<file path="src/rtl/dadda_mul16_seq_pkg.sv">
// Shared types and constants for the 16x16 sequential multiplier built on one 8x8 Dadda core.
package dadda_mul16_seq_pkg;

    typedef enum logic [1:0] {
        IDLE  = 2'd0,
        MUL   = 2'd1,
        DRAIN = 2'd2,
        DONE  = 2'd3
    } state_t;

    localparam int STEP_W    = 2;
    localparam int NUM_STEPS = 4;

    // Weight of each byte-pair product: lo*lo, hi*lo, lo*hi, hi*hi.
    localparam int SHIFT_AMT [NUM_STEPS] = '{0, 8, 8, 16};

endpackage

</file>
<file path="src/rtl/dadda_mul16_seq_if.sv">
// Operand/result valid-ready bundle between the producer and the multiplier controller.
interface dadda_mul16_seq_if;
    logic        in_valid;
    logic        in_ready;
    logic [15:0] a;
    logic [15:0] b;
    logic        out_valid;
    logic        out_ready;
    logic [31:0] res;

    modport master (
        output in_valid, a, b, out_ready,
        input  in_ready, out_valid, res
    );

    modport slave (
        input  in_valid, a, b, out_ready,
        output in_ready, out_valid, res
    );
endinterface

</file>
<file path="src/rtl/dadda_mul16_seq_dadda.sv">
// Combinational 8x8 unsigned Dadda multiplier: column reduction 8->6->4->3->2, then one final add.
module dadda (
    input  logic [7:0]  a,
    input  logic [7:0]  b,
    output logic [15:0] x
);
    localparam int W      = 16;
    localparam int H      = 8;
    localparam int NSTAGE = 4;
    localparam int D_SEQ [NSTAGE] = '{6, 4, 3, 2};

    logic       cur [W][H];
    logic       nxt [W][H];
    logic [3:0] cnt [W];
    logic [3:0] ncnt [W];
    logic [3:0] idx;
    logic [3:0] rem;
    logic [3:0] hgt;
    logic       s;
    logic       cy;
    logic [W-1:0] row0;
    logic [W-1:0] row1;

    // NOTE: every variable written here gets a default first, so no path leaves one unassigned (no latch).
    always_comb begin
        for (int c = 0; c < W; c++) begin
            cnt[c]  = '0;
            ncnt[c] = '0;
            for (int k = 0; k < H; k++) begin
                cur[c][k] = 1'b0;
                nxt[c][k] = 1'b0;
            end
        end
        idx  = '0;
        rem  = '0;
        hgt  = '0;
        s    = 1'b0;
        cy   = 1'b0;
        row0 = '0;
        row1 = '0;

        for (int i = 0; i < 8; i++) begin
            for (int j = 0; j < 8; j++) begin
                cur[i+j][cnt[i+j][2:0]] = a[i] & b[j];
                cnt[i+j] = cnt[i+j] + 4'd1;
            end
        end

        for (int st = 0; st < NSTAGE; st++) begin
            for (int c = 0; c < W; c++) begin
                ncnt[c] = '0;
                for (int k = 0; k < H; k++) nxt[c][k] = 1'b0;
            end
            for (int c = 0; c < W; c++) begin
                idx = '0;
                // Height counts carries already pushed in from the column to the right.
                for (int it = 0; it < 6; it++) begin
                    rem = cnt[c] - idx;
                    hgt = rem + ncnt[c];
                    if (32'(hgt) > D_SEQ[st] && rem >= 4'd2) begin
                        if (32'(hgt) == D_SEQ[st] + 1 || rem == 4'd2) begin
                            s   = cur[c][idx[2:0]] ^ cur[c][idx[2:0]+3'd1];
                            cy  = cur[c][idx[2:0]] & cur[c][idx[2:0]+3'd1];
                            idx = idx + 4'd2;
                        end else begin
                            s   = cur[c][idx[2:0]] ^ cur[c][idx[2:0]+3'd1] ^ cur[c][idx[2:0]+3'd2];
                            cy  = (cur[c][idx[2:0]] & cur[c][idx[2:0]+3'd1])
                                | (cur[c][idx[2:0]] & cur[c][idx[2:0]+3'd2])
                                | (cur[c][idx[2:0]+3'd1] & cur[c][idx[2:0]+3'd2]);
                            idx = idx + 4'd3;
                        end
                        nxt[c][ncnt[c][2:0]] = s;
                        ncnt[c] = ncnt[c] + 4'd1;
                        if (c < W - 1) begin
                            nxt[c+1][ncnt[c+1][2:0]] = cy;
                            ncnt[c+1] = ncnt[c+1] + 4'd1;
                        end
                    end
                end
                for (int k = 0; k < H; k++) begin
                    if (4'(k) >= idx && 4'(k) < cnt[c]) begin
                        nxt[c][ncnt[c][2:0]] = cur[c][k];
                        ncnt[c] = ncnt[c] + 4'd1;
                    end
                end
            end
            for (int c = 0; c < W; c++) begin
                cnt[c] = ncnt[c];
                for (int k = 0; k < H; k++) cur[c][k] = nxt[c][k];
            end
        end

        for (int c = 0; c < W; c++) begin
            row0[c] = (cnt[c] > 4'd0) ? cur[c][0] : 1'b0;
            row1[c] = (cnt[c] > 4'd1) ? cur[c][1] : 1'b0;
        end
        x = row0 + row1;
    end
endmodule

</file>
<file path="src/rtl/dadda_mul16_seq.sv">
// 16x16 unsigned multiplier: four byte-pair products through one 8x8 Dadda core, summed into 32 bits.
module dadda_mul16_seq
    import dadda_mul16_seq_pkg::*;
#(
    parameter bit REG_MULT_OUT = 1'b0,
    parameter bit ZERO_SKIP    = 1'b1
) (
    input  logic               clk,
    input  logic               rst,
    dadda_mul16_seq_if.slave   bus,
    output logic               busy
);
    state_t              state, state_nxt;
    logic [STEP_W-1:0]   step;
    logic [15:0]         a_q, b_q;
    logic [31:0]         acc;
    logic [31:0]         res_q;
    logic                out_valid_q;
    logic [15:0]         prod_q;
    logic [4:0]          prod_sh_q;
    logic                prod_vld_q;

    logic [7:0]          mul_a, mul_b;
    logic [15:0]         mul_x;
    logic [31:0]         step_term;
    logic [31:0]         reg_term;
    logic                accept;
    logic                zero_op;

    assign bus.in_ready  = (state == IDLE);
    assign bus.out_valid = out_valid_q;
    assign bus.res       = res_q;
    assign busy          = (state != IDLE);

    assign accept  = bus.in_valid && (state == IDLE);
    assign zero_op = ZERO_SKIP && ((bus.a == 16'h0) || (bus.b == 16'h0));

    // Core inputs are held at 0 outside MUL to keep the tree quiet.
    assign mul_a = (state == MUL) ? (step[0] ? a_q[15:8] : a_q[7:0]) : 8'h00;
    assign mul_b = (state == MUL) ? (step[1] ? b_q[15:8] : b_q[7:0]) : 8'h00;

    dadda u_dadda (
        .a (mul_a),
        .b (mul_b),
        .x (mul_x)
    );

    assign step_term = {16'h0, mul_x} << SHIFT_AMT[step];
    assign reg_term  = {16'h0, prod_q} << prod_sh_q;

    // NOTE: sequential state uses non-blocking assignments so every register samples pre-edge values.
    always_ff @(posedge clk) begin
        if (rst) state <= IDLE;
        else     state <= state_nxt;
    end

    always_comb begin
        state_nxt = state;
        unique case (state)
            IDLE:  if (accept) state_nxt = zero_op ? DONE : MUL;
            MUL:   if (step == STEP_W'(NUM_STEPS - 1)) state_nxt = REG_MULT_OUT ? DRAIN : DONE;
            DRAIN: state_nxt = DONE;
            DONE:  if (out_valid_q && bus.out_ready) state_nxt = IDLE;
            default: state_nxt = IDLE;
        endcase
    end

    always_ff @(posedge clk) begin
        if (rst) begin
            step        <= '0;
            a_q         <= '0;
            b_q         <= '0;
            acc         <= '0;
            res_q       <= '0;
            out_valid_q <= 1'b0;
            prod_q      <= '0;
            prod_sh_q   <= '0;
            prod_vld_q  <= 1'b0;
        end else begin
            unique case (state)
                IDLE: begin
                    if (accept) begin
                        a_q        <= bus.a;
                        b_q        <= bus.b;
                        acc        <= '0;
                        step       <= '0;
                        prod_vld_q <= 1'b0;
                    end
                end
                MUL: begin
                    step <= step + 1'b1;
                    if (REG_MULT_OUT) begin
                        prod_q     <= mul_x;
                        prod_sh_q  <= 5'(SHIFT_AMT[step]);
                        prod_vld_q <= 1'b1;
                        if (prod_vld_q) acc <= acc + reg_term;
                    end else begin
                        acc <= acc + step_term;
                    end
                end
                DRAIN: begin
                    acc        <= acc + reg_term;
                    prod_vld_q <= 1'b0;
                end
                DONE: begin
                    // First DONE cycle publishes the sum; res then holds until the next publish.
                    if (!out_valid_q) begin
                        out_valid_q <= 1'b1;
                        res_q       <= acc;
                    end else if (bus.out_ready) begin
                        out_valid_q <= 1'b0;
                    end
                end
                default: ;
            endcase
        end
    end
endmodule

</file>
<file path="src/flat_wrapper.sv">
// flat-port wrapper written by rule: the top's interface ports become plain ports
module dadda_mul16_seq_flat import dadda_mul16_seq_pkg::*;
#(
    parameter bit REG_MULT_OUT = 1'b0,
    parameter bit ZERO_SKIP    = 1'b1
)
  (clk, rst, busy, bus_in_valid, bus_a, bus_b, bus_out_ready, bus_in_ready, bus_out_valid, bus_res);
  dadda_mul16_seq_if bus_i ();
  input  logic clk;
  input  logic rst;
  output logic busy;
  input wire logic [$bits(bus_i.in_valid)-1:0] bus_in_valid;
  input wire logic [$bits(bus_i.a)-1:0] bus_a;
  input wire logic [$bits(bus_i.b)-1:0] bus_b;
  input wire logic [$bits(bus_i.out_ready)-1:0] bus_out_ready;
  output wire logic [$bits(bus_i.in_ready)-1:0] bus_in_ready;
  output wire logic [$bits(bus_i.out_valid)-1:0] bus_out_valid;
  output wire logic [$bits(bus_i.res)-1:0] bus_res;
  assign bus_i.in_valid = bus_in_valid;
  assign bus_i.a = bus_a;
  assign bus_i.b = bus_b;
  assign bus_i.out_ready = bus_out_ready;
  assign bus_in_ready = bus_i.in_ready;
  assign bus_out_valid = bus_i.out_valid;
  assign bus_res = bus_i.res;
  dadda_mul16_seq #(.REG_MULT_OUT(REG_MULT_OUT), .ZERO_SKIP(ZERO_SKIP)) u_core (.clk(clk), .rst(rst), .bus(bus_i), .busy(busy));
endmodule
</file>
<file path="config.mk">
export PLATFORM = sky130hd
export DESIGN_NAME = dadda_mul16_seq_flat
export DESIGN_NICKNAME = d
export VERILOG_FILES = /design/src/rtl/dadda_mul16_seq_pkg.sv /design/src/rtl/dadda_mul16_seq_if.sv /design/src/rtl/dadda_mul16_seq_dadda.sv /design/src/rtl/dadda_mul16_seq.sv /design/src/flat_wrapper.sv
export SDC_FILE = /design/constraint.sdc
export NUM_CORES = 1
export LEC_CHECK = 0
export BUFFER_PORTS_ARGS = -buffer_cell sky130_fd_sc_hd__buf_2
export CORE_MARGIN = 2
export CORE_UTILIZATION = 36
export CTS_CLUSTER_DIAMETER = 200
export DETAILED_ROUTE_END_ITERATION = 8
export PLACE_DENSITY = 0.52
export SLEW_MARGIN = 20
export SYNTH_ARGS = -nofsm -noshare
export SYNTH_HDL_FRONTEND = slang
export SYNTH_SLANG_ARGS = --single-unit
</file>
<file path="constraint.sdc">
create_clock -name clk -period 13.2 [get_ports clk]
set_input_delay 3.96 -clock clk [delete_from_list [all_inputs] [get_ports clk]]
set_output_delay 3.96 -clock clk [all_outputs]
set_load 0.01 [all_outputs]
</file>
==> results of run 1 <==
==> layer usage <==
layer,GRT usage,wire length (µm),up-vias
met3,0.0248,827,17
met5,0,0,-
li1,-,-,3368
met2,0.281,8590,136
met4,0.0471,227,0
met1,0.278,10500,3171
==> sequential cells by signal, indices dropped and copies added (netlist names) <==
register              cells
u_core.a_q               16
u_core.bus.out_valid      1
u_core.acc               32
u_core.b_q               16
u_core.step               2
u_core.state              2
u_core.bus.res           32
==> per-stage QoR <==
stage | power (µW) | util | instance area [µm²] | setup WS (ns) | instances
6_report | 819 | 0.414 | 8450 | 5.55 | 1281
5_1_grt | 861 | 0.414 | 8450 | 5.19 | 1281
4_1_cts | 827 | 0.414 | 8450 | 5.59 | 1281
3_5_place_dp | 538 | 0.398 | 8140 | 5.60 | 1266
3_3_place_gp | 538 | 0.398 | 8140 | 5.78 | 1266
2_1_floorplan | 480 | - | 7560 | 6.10 | 963
==> worst min-delay path by stage <==
stage                     slack [ns]                 end          startpoint
final                           0.45  u_core.bus.res[24]  u_core.bus.res[24]
after global routing            0.47  u_core.bus.res[23]  u_core.bus.res[23]
after CTS                       0.46  u_core.bus.res[27]  u_core.bus.res[27]
after detailed placement        0.45  u_core.bus.res[17]  u_core.bus.res[17]
after global placement          0.44  u_core.bus.res[27]  u_core.bus.res[27]
after floorplan                 0.43  u_core.bus.res[31]      u_core.acc[31]
==> cells in the final DEF, fill, tap and decap left out, drive strengths merged, types with 11 or more instances in the layout <==
cell type,n
ha,59
a21o,15
xnor2,19
buf,77
a22o,16
xor2,19
nor2,95
a22oi,14
a21oi,104
dfxtp,101
o21ai,27
fa,37
mux2,17
inv,73
nand3,30
o22ai,11
nand2,176
==> cell type report <==
cell class                      instances  share of cell area
Tap cell                              270              0.0400
Inverter                               72              0.0320
Clock inverter                          5             0.00992
Clock buffer                           10              0.0271
Sequential cell                       101               0.239
Multi-Input combinational cell        746               0.604
Timing Repair Buffer                   77              0.0477
==> worst max-delay path: cells and delay by family (launching register included) <==
| family | cells | cell delay [ns] |
|---|---|---|
| buffers and inverters | 4 | 0.19 |
| muxes | 1 | 0.42 |
| AOI/OAI and AO/OA | 8 | 1.61 |
| adders and majority gates | 6 | 2.69 |
| and+or+nand+nor | 7 | 1.65 |
| xor gates and xnor gates | 2 | 0.38 |
| DFF | 1 | 0.59 |
==> cells by family after synthesis <==
logic type / count (synthesis) / share of synthesized area
compound gates: 233 / 0.201
xor+xnor: 38 / 0.0440
buf+inv: 116 / 0.0580
simple gates: 358 / 0.203
fa+ha+maj: 96 / 0.196
mux: 21 / 0.0306
flops: 101 / 0.268
==> report_power, final <==
part	leakage, µW	internal [µW]	total [µW]	switching, µW
registers	0.000818	321	335	13.9
logic	0.00280	58.8	195	137
clock network	0.000145	166	288	122
total	0.00377	546	819	273
==> impl_metrics.py, run 1 <==
metrics = {
    "critical_path": {
        "worstSetupPathType": "register to register",
        "reg2reg_from": "u_core.step[0]",
        "end_kind": "register",
        "rr_endpoint": "u_core.acc[30]",
        "crit_path_end": "u_core.acc[30]",
        "crit_path_start_kind": "register",
        "max_stage_delay_ns": 0.59,
        "r2r_slack_ns": 5.55,
        "worstPathArrival_ns": 7.91,
        "crit_fanout": 11,
        "ff2ff_path_depth": 28,
        "worstPathRequired_ns": 13.46,
        "crit_start": "u_core.step[0]",
        "crit_path_top_delay_cell": "dfxtp_1",
    },
    "cells_and_area": {
        "multi_input_area_um2": 5110,
        "register_area_um2": 2020,
        "num_antenna_cells": 0,
        "drive_gt1_frac": 0.126,
        "syn_to_final_growth_pct": 11.9,
        "fillCellCount": 2159,
        "finalNetCount": 1139,
    },
    "placed_design": {
        "numPortBuffers": 70,
        "hpwl_um": 15600,
        "gp_congestion": 0.906,
    },
    "cts": {
        "cts_tree": "yes",
        "cts-root-to-sink-buffers": 2,
        "cts-buffers-inserted": 9,
        "htree_num_levels": 3,
        "hold_buffers": 0,
        "post-cts-setup-buffers": 0,
        "ctsResizeCount": 0,
        "clock_sinks": 101,
        "cts.clk_slew.worst_paths_ns": 0.07,
        "clkLatencyLatePin_ns": 0.36,
        "cts_root_buffer": "clkbuf_16",
    },
    "global_routing": {
        "grt_pass1_vias": 6206,
        "grt_overflow_total": 0,
        "grt_first_pass_wirelength_um": 32700,
        "antenna_found_initial": 0,
        "grt_max_degree": 86,
        "grtUsageTotal": 0.186,
    },
    "synth": {
        "avgSynthCellArea_um2": 7.85,
        "ys_ff_latch": 101,
        "ys_async_sr_fraction": 0,
        "synth_common_cells": "nand2_1 (176), a21oi_1 (101), dfxtp_1 (101)",
        "ys_seq_area_frac": 0.268,
        "synth_cells": 963,
        "synth_area_leader_cell": "dfxtp_1",
        "yosys_warnings": 0,
        "synth.area.top_cells": "dfxtp_1 (27%), fa_1 (9.8%), ha_1 (9.8%)",
        "yosysTopAreaCellShare": 0.268,
        "syn_nets": 1095,
        "synth_most_common_cell": "nand2_1",
        "synth_area_um2": 7560,
        "ys.flop_type": "dfxtp_1",
        "synth_edf_count": 0,
        "synthDistinctLibCells": 60,
    },
    "floorplanning": {
        "core-area_um2": 20400,
        "ios": 71,
        "die_y_um": 149,
        "dieArea_um2": 22200,
        "start_util": 0.370,
        "num_rows": 52,
        "die_w_um": 149,
    },
    "sta": {
        "max_freq_mhz": 131,
        "worstMarginPinSlew_ns": 1.06,
        "hold_violations": 0,
        "finClkSkew_ns": 0.0108,
        "fin_hold_ws_ns": 0.451,
        "period_share": 0.580,
        "setup_viol": 0,
        "rsz0062_at_grt": "false",
        "slew_headroom": 0.294,
        "finalSetupTns_ns": 0,
        "final_max_slew_viol_count": 0,
        "min_period_ns": 7.65,
    },
    "drt": {
        "post_drt_wl_per_cell_um": 15.7,
        "ant_nets": 0,
        "drc": 0,
        "viasPerCell": 5.22,
        "drtIter0Drc": 394,
        "firstDrtPassIters": 5,
        "routed_wl_um": 20200,
        "vias": 6692,
    },
    "status": {
        "status": "finished, final reports clean",
    },
    "pwr": {
        "power.density_nw_per_um2": 96.8,
        "p_leak_uw": 0.00377,
        "irDropWorstVdd_mv": 0.0587,
    },
    "job": {
        "cap_violations": 0,
    },
    "hold_path": {
        "worstHoldPathType": "register to register",
        "hold_depth": 2,
    },
}
Note: power is estimated with default switching activity, not from simulation.
==> run 2: changes to the inputs <==
- ABC_AREA: default -> 1
- PLACE_DENSITY: 0.52 -> 0.54
- clock period: 13.2 -> 6.35 ns (I/O delays scaled with it)
==> impl_metrics.py, run 2 <==
metrics = {
    "synth": {
        "ys_async_sr_fraction": 0,
        "avgSynthCellArea_um2": 6.59,
        "synth_area_leader_cell": "dfxtp_1",
        "ys.flop_type": "dfxtp_1",
        "yosys_warnings": 0,
        "synth_common_cells": "nor2_1 (286), nand2_1 (219), inv_1 (140)",
        "yosysTopAreaCellShare": 0.244,
        "synthDistinctLibCells": 47,
        "synth.area.top_cells": "dfxtp_1 (24%), nor2_1 (13%), nand2_1 (9.9%)",
        "synth_area_um2": 8270,
        "ys_seq_area_frac": 0.244,
        "synth_most_common_cell": "nor2_1",
        "synth_cells": 1256,
        "synth_edf_count": 0,
        "ys_ff_latch": 101,
        "syn_nets": 1388,
    },
    "pwr": {
        "comb_power_share": 0.396,
        "power.density_nw_per_um2": 206,
        "p_int_uw": 1360,
        "power.switching_uw": 870,
        "p_leak_uw": 0.00507,
        "swShare": 0.390,
        "seqPwrFrac": 0.332,
        "power_frac_clock": 0.272,
        "irDropWorstVdd_mv": 0.210,
    },
    "drt": {
        "wl_met2_um": 12500,
        "ant_nets": 0,
        "viasPerCell": 5.03,
        "drc": 0,
        "met3WireLength_um": 1230,
        "firstDrtPassIters": 5,
        "vias": 8637,
        "drtIter0Drc": 551,
        "post_drt_wl_per_cell_um": 15.9,
        "drt-met1-wl_um": 13100,
        "routed_wl_um": 27300,
        "highest_layer": "met4",
    },
    "global_routing": {
        "grt_first_pass_wirelength_um": 43200,
        "antenna_found_initial": 0,
        "grt_overflow_total": 0,
        "grt_pass1_vias": 8283,
        "grtUsageTotal": 0.225,
        "grt_max_degree": 66,
    },
    "sta": {
        "setup_viol": 0,
        "hold_violations": 0,
        "max_freq_mhz": 163,
        "finClkSkew_ns": 0.0144,
        "min_period_ns": 6.14,
        "period_share": 0.967,
        "worstMarginPinSlew_ns": 1.21,
        "setup_slack_ns": 0.209,
        "final_max_slew_viol_count": 0,
        "slew_headroom": 0.196,
    },
    "floorplanning": {
        "die_y_um": 156,
        "core-area_um2": 22600,
        "dieArea_um2": 24200,
        "start_util": 0.367,
        "ios": 71,
        "num_rows": 55,
        "die_w_um": 156,
    },
    "critical_path": {
        "end_kind": "register",
        "ff2ff_path_depth": 34,
        "r2r_slack_ns": 0.21,
        "worstPathArrival_ns": 6.43,
        "crit_fanout": 8,
        "cp_top_family": "adder cells",
        "reg2reg_from": "u_core.state[1]",
        "max_stage_delay_ns": 0.50,
        "worstSetupPathDepth": 34,
        "cpMostUsedCell": "nand2_1",
        "worstSetupPathType": "register to register",
        "worstPathRequired_ns": 6.64,
        "crit_path_top_delay_cell": "fa_1",
        "crit_path_start_kind": "register",
        "rr_endpoint": "u_core.acc[28]",
        "crit_buf_inv": 9,
    },
    "cells_and_area": {
        "fin_area_um2": 10900,
        "instances_no_fill": 1716,
        "final_util": 0.481,
        "finalNetCount": 1558,
        "final_common_cell": "nor2_1",
        "drive_gt1_frac": 0.287,
        "num_antenna_cells": 0,
        "fillCellCount": 2344,
        "final_cell_mix": "nor2_1 (256), nand2_1 (201), inv_1 (125), buf_4 (121), dfxtp_1 (98)",
        "syn_to_final_growth_pct": 31.4,
    },
    "placed_design": {
        "post-place-ws_ns": -0.259,
        "numPortBuffers": 70,
        "gp_congestion": 0.940,
        "dp.cells": 1686,
        "placed_area_um2": 9650,
        "hpwl_um": 21000,
    },
    "cts": {
        "hold_buffers": 0,
        "htree_num_levels": 3,
        "cts-root-to-sink-buffers": 2,
        "cts_root_buffer": "clkbuf_16",
        "clkLatencyLatePin_ns": 0.37,
        "clock_sinks": 101,
        "cts.clk_slew.worst_paths_ns": 0.07,
        "cts-buffers-inserted": 9,
        "cts_tree": "yes",
    },
    "hold_path": {
        "worstHoldPathType": "register to register",
        "worstHoldStart": "u_core.a_q[5]",
        "hold_depth": 2,
        "hold_path_end": "u_core.a_q[5]",
    },
    "status": {
        "status": "finished, final reports clean",
    },
    "job": {
        "cap_violations": 0,
    },
}
run 2: cell types whose count changed after synthesis, sizes merged, moves of 17 or more:
cell,delta
nand2,+64
nor3,+21
o21ai,+79
inv,+73
mux2,-17
nand3,+23
nor2,+194
run 2: logic make-up after synthesis:
group / count (synthesis) / share of synthesized area
AO/OA/AOI/OAI: 223 / 0.148
XOR/XNOR: 8 / 0.00847
adder cells (fa/ha/maj): 96 / 0.179
buffers and inverters: 184 / 0.0885
flip-flops: 101 / 0.244
multiplexers: 1 / 0.00121
AND/OR/NAND/NOR: 643 / 0.331
run 2: worst reg2reg max path: cells and delay by family (launching register included):
family | cells | cell delay [ns]
AOI/OAI and AO/OA | 5 | 0.70
adders and majority gates | 7 | 2.62
buffers and inverters | 9 | 0.93
DFF | 1 | 0.33
and+or+nand+nor | 13 | 1.47
run 2: timing repair:
action,4_1_cts,5_1_grt
gates resized for setup,20,173
setup endpoints to repair,22,23
pin swaps,6,61
setup buffers,2,12
gates cloned,0,0
run 2: metrics by stage:
stage	TNS [ns]	hold WS, ns	power [µW]
after CTS	0	0.493	2100
after global placement	-3.56	0.468	1480
after detailed placement	-3.11	0.476	1480
after global routing	-0.491	0.510	2360
after floorplan	0	0.456	1170
final	0	0.487	2230
run 2: worst max path at each step:
stage | startpoint | slack [ns] | to
after floorplan | u_core.state[1] | 0.39 | u_core.acc[31]
after global placement | u_core.state[1] | -0.26 | u_core.acc[31]
after detailed placement | u_core.state[1] | -0.26 | u_core.acc[22]
after CTS | u_core.state[1] | 0.002 | u_core.acc[28]
after global routing | u_core.state[1] | -0.07 | u_core.acc[27]
final | u_core.state[1] | 0.21 | u_core.acc[28]
run 2: power groups by stage:
stage / Sequential (µW) / Combinational, µW / Clock [µW]
6_report: 741 / 885 / 607
5_1_grt: 749 / 975 / 639
4_1_cts: 738 / 748 / 619
3_5_place_dp: 752 / 725 / 0
3_3_place_gp: 752 / 725 / 0
2_1_floorplan: 754 / 412 / 0
run 2: final cells by class:
class / instances / area (µm²) / share of cell area
Tap cell: 285 / 357 / 0.0328
Sequential cell: 101 / 2030 / 0.186
Multi-Input combinational cell: 971 / 6280 / 0.578
Clock inverter: 7 / 97.6 / 0.00898
Clock buffer: 9 / 225 / 0.0207
Inverter: 148 / 572 / 0.0526
Timing Repair Buffer: 195 / 1310 / 0.121
run 2: layer usage:
| metal | up-vias | global-route usage |
|---|---|---|
| li1 | 4374 | - |
| met5 | - | 0 |
| met4 | 0 | 0.0555 |
| met3 | 28 | 0.0331 |
| met1 | 4037 | 0.310 |
| met2 | 198 | 0.370 |
